==> config.mk <==
export PLATFORM = sky130hd
export DESIGN_NAME = clahe_gray_feeder
export DESIGN_NICKNAME = d
export VERILOG_FILES = /design/src/rtl/clahe_gray_feeder.sv
export SDC_FILE = /design/constraint.sdc
export NUM_CORES = 1
export LEC_CHECK = 0
export ABC_AREA = 1
export CORE_MARGIN = 2
export CORE_UTILIZATION = 45
export CTS_CLUSTER_SIZE = 20
export DETAILED_ROUTE_END_ITERATION = 8
export PLACE_DENSITY = 0.72
export SLEW_MARGIN = 20
export SYNTH_ARGS = -nofsm -noshare
export SYNTH_HDL_FRONTEND = slang
export SYNTH_SLANG_ARGS = --single-unit
==> constraint.sdc <==
create_clock -name clk -period 4.63 [get_ports clk]
set_input_delay 0.6945 -clock clk [delete_from_list [all_inputs] [get_ports clk]]
set_output_delay 0.6945 -clock clk [all_outputs]
set_load 0.01 [all_outputs]
==> src/rtl/clahe_gray_feeder.sv <==
// clahe_gray_feeder: RGB-to-luma feeder with frame counting, last/pass tagging; CLAHE_GRAY_ROUND_EN selects rounded luma
module clahe_gray_feeder #(
  parameter int WIDTH = 1920,
  parameter int HEIGHT = 1080,
  localparam int PIX_W = $clog2(WIDTH*HEIGHT)
) (
  input  logic        clk,
  input  logic        rst_n,
  input  logic        in_valid,
  input  logic [23:0] in_rgb,
  input  logic        in_sof,
  output logic        y_valid,
  output logic [7:0]  y_data,
  output logic        y_last,
  output logic        pass,
  output logic        frame_err
);
  localparam int N = WIDTH*HEIGHT;
  typedef enum logic {WAIT_SOF, IN_FRAME} state_t;
  state_t state;
  logic [PIX_W-1:0] count, idx;
  logic pass_r, early, accept, last_hit, tag_pass;
  logic [15:0] p_r, p_g, p_b;
  logic [16:0] sum;
  logic v1, l1, pa1, v2, l2, pa2;
  always_comb begin
    early = in_valid & in_sof & (state == IN_FRAME) & (count != '0);
    accept = in_valid & (in_sof | (state == IN_FRAME));
    idx = in_sof ? '0 : count;
    last_hit = accept & (idx == PIX_W'(N-1));
    tag_pass = early ? 1'b0 : pass_r;
  end
  // an early sof restarts the frame at count 0 and resynchronises pass to the statistics copy
  always_ff @(posedge clk or negedge rst_n)
    if (!rst_n) begin
      state <= WAIT_SOF;
      count <= '0;
      pass_r <= 1'b0;
    end else if (accept) begin
      state <= last_hit ? WAIT_SOF : IN_FRAME;
      count <= last_hit ? '0 : idx + PIX_W'(1);
      pass_r <= last_hit ? ~tag_pass : tag_pass;
    end
  always_ff @(posedge clk or negedge rst_n)
    if (!rst_n) begin
      {v1, l1, pa1, v2, l2, pa2, frame_err} <= '0;
      {p_r, p_g, p_b} <= '0;
      sum <= '0;
      {y_valid, y_last, pass} <= '0;
      y_data <= '0;
    end else begin
      v1 <= accept;
      l1 <= last_hit;
      frame_err <= early;
      if (accept) begin
        p_r <= 16'(in_rgb[23:16]) * 16'd77;
        p_g <= 16'(in_rgb[15:8]) * 16'd150;
        p_b <= 16'(in_rgb[7:0]) * 16'd29;
        pa1 <= tag_pass;
      end
      v2 <= v1;
      l2 <= l1;
      if (v1) begin
        sum <= 17'(p_r) + 17'(p_g) + 17'(p_b);
        pa2 <= pa1;
      end
      y_valid <= v2;
      y_last <= l2;
      if (v2) begin
`ifdef CLAHE_GRAY_ROUND_EN
        y_data <= 8'((sum + 17'd128) >> 8);
`else
        y_data <= 8'(sum >> 8);
`endif
        pass <= pa2;
      end
    end
endmodule

# --- After elaboration in Yosys (flattened, before gate mapping) ---
# Cells that the tools add are included.
op_classes:
  mux: 5
  bitwise: 7
  eq_ne: 1
  mul: 3
  reduce_logical: 1
  addsub: 3
op_table:
  columns: ["cell", "count"]
  rows:
  - ["$mux 21", 2]
  - ["$mul 8x7->15 const B", 2]
  - ["$add 21x1->21 const B", 1]
  - ["$eq 21x21->1 const B", 1]
  - ["$reduce_bool 21->1", 1]
  - ["$add 15x16->16", 1]
  - ["$add 16x13->16", 1]
  - ["$mul 8x5->13 const B", 1]
  - ["$and 1x1->1", 5]
  - ["$mux 1", 3]
  - ["$not 1->1", 1]
  - ["$or 1x1->1", 1]
word_totals:
  word_cells: 38
  register_bits: 100
  in_bits: 28
  out_inout_bits: 12

# --- Longest topological paths before layout ---
depth:
  ltp_word: 6
  ltp_mapped: 16
  depth_no_buf: 16

# --- Worst setup path after synthesis ---
# OpenSTA, ideal clock, no wires.
synth_timing:
  path_kind: "input to register"
  start: "in in_rgb[12]"
  end: "reg p_g[11]"
  cell_stages: 13
  n_path_buf: 0
  path_slack_ns: 1.239
  required_ns: 4.497
  setup_ns: 0.133
  t_arrival_ns: 3.258
  path_cell_list: "ha_1 ha_1 inv_1 fa_1 fa_1 inv_1 ha_1 a21oi_1 nor2_1 nor2_1 nand2_1 xnor2_1 o21ai_0"
synth_via:
  elab_chain_cells: 1
synth_rtl:
  columns: ["item", "line_no", "source"]
  rows:
  - ["from (decl)", "10", "input logic [23:0] in_rgb,"]
  - ["$mul 8x7->15", "57", "p_g <= 16'(in_rgb[15:8]) * 16'd150;"]
  - ["to (signal assigned)", "57", null]
  - ["to (decl)", "23", "logic [15:0] p_r, p_g, p_b;"]
# Every way passes these cells.
# A chain may end at the register's enable or synchronous reset.

# --- Final worst setup path ---
# Ends and elaborated chain as after synthesis.

==> summary.txt <==
Timing
  – Slew margin rel.: 51.6%
  – Final number of setup-violating endpoints: 0
  – Fmax: 0.268 GHz
  – Setup tns final: 0 ns
  – Final min period: 3.73 ns
  – Max Slew Vio Count: 0
  – Setup WS post-layout: 0.896 ns
  – Skew final: 0.0102 ns
  – Worst-Margin Slew: 0.727 ns
  – Hold Fails Final Rpt: 0
  – Fin crit share: 80.7%
  – RSZ-0062 raised after global routing: no

Place
  – Post-DP Area: 8980 um^2
  – I/O Buffers: 39
  – Placed cell count: 1341
  – Placement Setup Slack: 0.500 ns
  – Routability Congestion: 0.911
  – Post-DP HPWL: 14.1 mm

Synth
  – Number of synthesized register bits: 92
  – Seq/Total Area, Yosys: 27.4%
  – Syn_nets: 1267
  – Syn avg cell area: 7.72 um^2
  – EDFF count, synth: 0
  – Synth unique cells: 36
  – Post-synth ARST share: 100%
  – Synth Instances: 1087
  – Synth Flop Type: dfrtp_1
  – Post-synthesis cell area: 8400 um^2
  – Synth warnings: 0

Clock network
  – CTS tree: built
  – Total number of H-tree levels: 3
  – Post-CTS Hold Fix Bufs: 0
  – Post-CTS Setup Inserts: 0
  – CTS Buf Count: 9
  – Cts repair resizes: 0
  – Clk_lat worst skew: 0.35 ns
  – Clock net sink count: 92
  – CTS root buf: clkbuf_16
  – Clock Path Buffers: 2
  – Clock slew at reported path FFs: 0.07 ns

Power
  – P_int: 2.62 mW
  – Sw frac: 46.1%
  – Combinational share of power: 58.2%
  – Seq pwr share: 24.8%
  – Sw power: 2.24 mW
  – Clock share of power: 16.9%
  – P per Cell Area: 522 nW/um^2
  – Maximum vdd drop: 287 uV
  – Leakage power: 4.89 nW

Critical path
  – Data required, critical path: 4.84 ns
  – CP Class: input pin to flip-flop
  – Crit start category: input pin
  – Crit end category: flip-flop
  – Maximum fanout along the worst path: 6
  – Arrival @ worst endpoint: 3.95 ns

Global routing
  – GR Overflow Total: 0
  – Vias in the first global route: 6520
  – Initial antenna violation count: 0
  – Total global routing track utilization: 18.5%
  – Largest net degree at the start of global routing: 57
  – First-pass GRT wire length: 30.1 mm

Floorplan
  – Cell Rows: 49
  – Io pins: 40
  – Die H: 141 um
  – Core box area: 18100 um^2
  – Initial Utilization: 46.3%
  – Die footprint: 19800 um^2
  – Die W: 141 um

Drt
  – 1st-pass router iterations: 5
  – Iteration-0 DRC count of the detailed router: 344
  – Drt total wl: 17.2 mm
  – Via count: 6701
  – Drt drc: 0
  – Drt wl/cell: 12.7 um
  – DR vias/cell: 4.94
  – DRT antenna net count: 0

Finish
  – Layout cells sized above 1: 6.03%
  – # diodes: 0
  – Commonest non-fill, non-tap cell in the layout: nand2_1
  – Commonest cells after routing, fill and taps aside: 317 x nand2_1, 172 x inv_1, 114 x ha_1
  – NumNets Final: 1303
  – Final Cell Area: 9310 um^2
  – Layout Utilization: 51.3%
  – Cell Count, Final, Fillers Out: 1357
  – FILL cells: 1772
  – Synthesis-to-finish area growth: 10.9%

Status
  – Status: finished clean

Job
  – Max-Cap Viols: 0

Worst hold path
  – Worst hold path type: flip-flop to flip-flop
flip-flops by register name, summed over array words and instances, names as in the netlist, 8 cells and up:
register and count:
p_g 15, count 21, y_data 8, p_b 13, p_r 15, sum 8
cell families (layout without fill, tap and decap cells):
logic type               after synthesis  after routing  share of synthesized area (%)
adder cells (fa/ha/maj)              152            152                           26.1
AO/OA/AOI/OAI                         96             96                           6.02
multiplexers                           8              8                           1.07
buffers and inverters                194            235                           9.43
flip-flops                            92             92                           27.4
AND/OR/NAND/NOR                      516            516                           27.0
XOR/XNOR                              29             29                           3.03
layout make-up:
class	instances	area, um^2	area share, %
timing repair buffer	44	425	4.57
tap	229	287	3.08
clock buffer	9	225	2.42
inverter	175	664	7.14
sequential	92	2300	24.7
clock inverter	7	105	1.13
multi-input combinational	801	5300	56.9
cells in the mapped netlist (3+ instances only):
| library cell | number | share of area, % |
|---|---|---|
| xor2_1 | 17 | 1.8 |
| dfrtp_1 | 92 | 27 |
| a21oi_1 | 37 | 2.2 |
| xnor2_1 | 12 | 1.3 |
| inv_1 | 173 | 7.7 |
| mux2_2 | 8 | 1.1 |
| clkbuf_1 | 4 | 0.18 |
| fa_1 | 38 | 9.1 |
| nand3_1 | 70 | 4.2 |
| ha_1 | 114 | 17 |
| nand2_1 | 317 | 14 |
| o21bai_1 | 4 | 0.36 |
| nand4_1 | 15 | 1.1 |
| nor3_1 | 9 | 0.54 |
| nor2_1 | 66 | 3.0 |
| nor2_2 | 16 | 1.2 |
| nand2_2 | 4 | 0.30 |
| o21ai_0 | 47 | 2.8 |
| nor2_4 | 8 | 1.1 |
| nand3_2 | 3 | 0.36 |
| buf_2 | 11 | 0.66 |
stage by stage:
stage | hold slack [ns] | power [mW]
global route | 0.375 | 5.41
CTS | 0.370 | 4.89
finish | 0.365 | 4.86
detailed placement | 0.353 | 4.05
global placement | 0.336 | 4.00
floorplan | 0.331 | 3.34
worst max-delay path: stages:
cell and delay (ns):
clkdlybuf4s50_1 0.49, ha_1 0.34, ha_1 0.27, inv_1 0.05, fa_1 0.50, fa_1 0.51
inv_1 0.04, ha_1 0.36, a21oi_1 0.26, nor2_1 0.07, nor2_1 0.08, nand2_1 0.08
xnor2_1 0.13, o21ai_0 0.08
power groups by stage:
stage               Clock [mW]  Sequential (mW)  Combinational, mW
floorplan                    0             1.19               2.15
global placement             0             1.22               2.78
detailed placement           0             1.23               2.82
CTS                      0.839             1.21               2.84
global route             0.871             1.24               3.30
finish                   0.823             1.21               2.83
routing by layer:
metal	part of all wire, %	vias up	wire [um]	global-route usage, %
met4	1.3	0	226	4.11
met1	50	3072	8600	26.2
met3	3.0	18	508	3.26
met5	0	-	0	0
li1	-	3513	-	-
met2	46	98	7880	29.9
path summary, 6_finish.rpt:
path / startpoint / to / slack [ns] / depth (start not counted)
hold reg to reg: l2$_DFF_PN0_ / y_last$_DFF_PN0_ / 0.37 / 0
min in group asynchronous: rst_n / count[19]$_DFFE_PN0P_ / 0.38 / 1
setup / recovery: in_rgb[12] / p_g[11]$_DFFE_PN0P_ / 0.90 / 14
setup reg to reg: p_r[11]$_DFFE_PN0P_ / sum[15]$_DFFE_PN0P_ / 2.40 / 10
hold / removal: l2$_DFF_PN0_ / y_last$_DFF_PN0_ / 0.37 / 0
max in group asynchronous: rst_n / p_g[7]$_DFFE_PN0P_ / 3.29 / 2
Power figures use the tool's default switching activity.
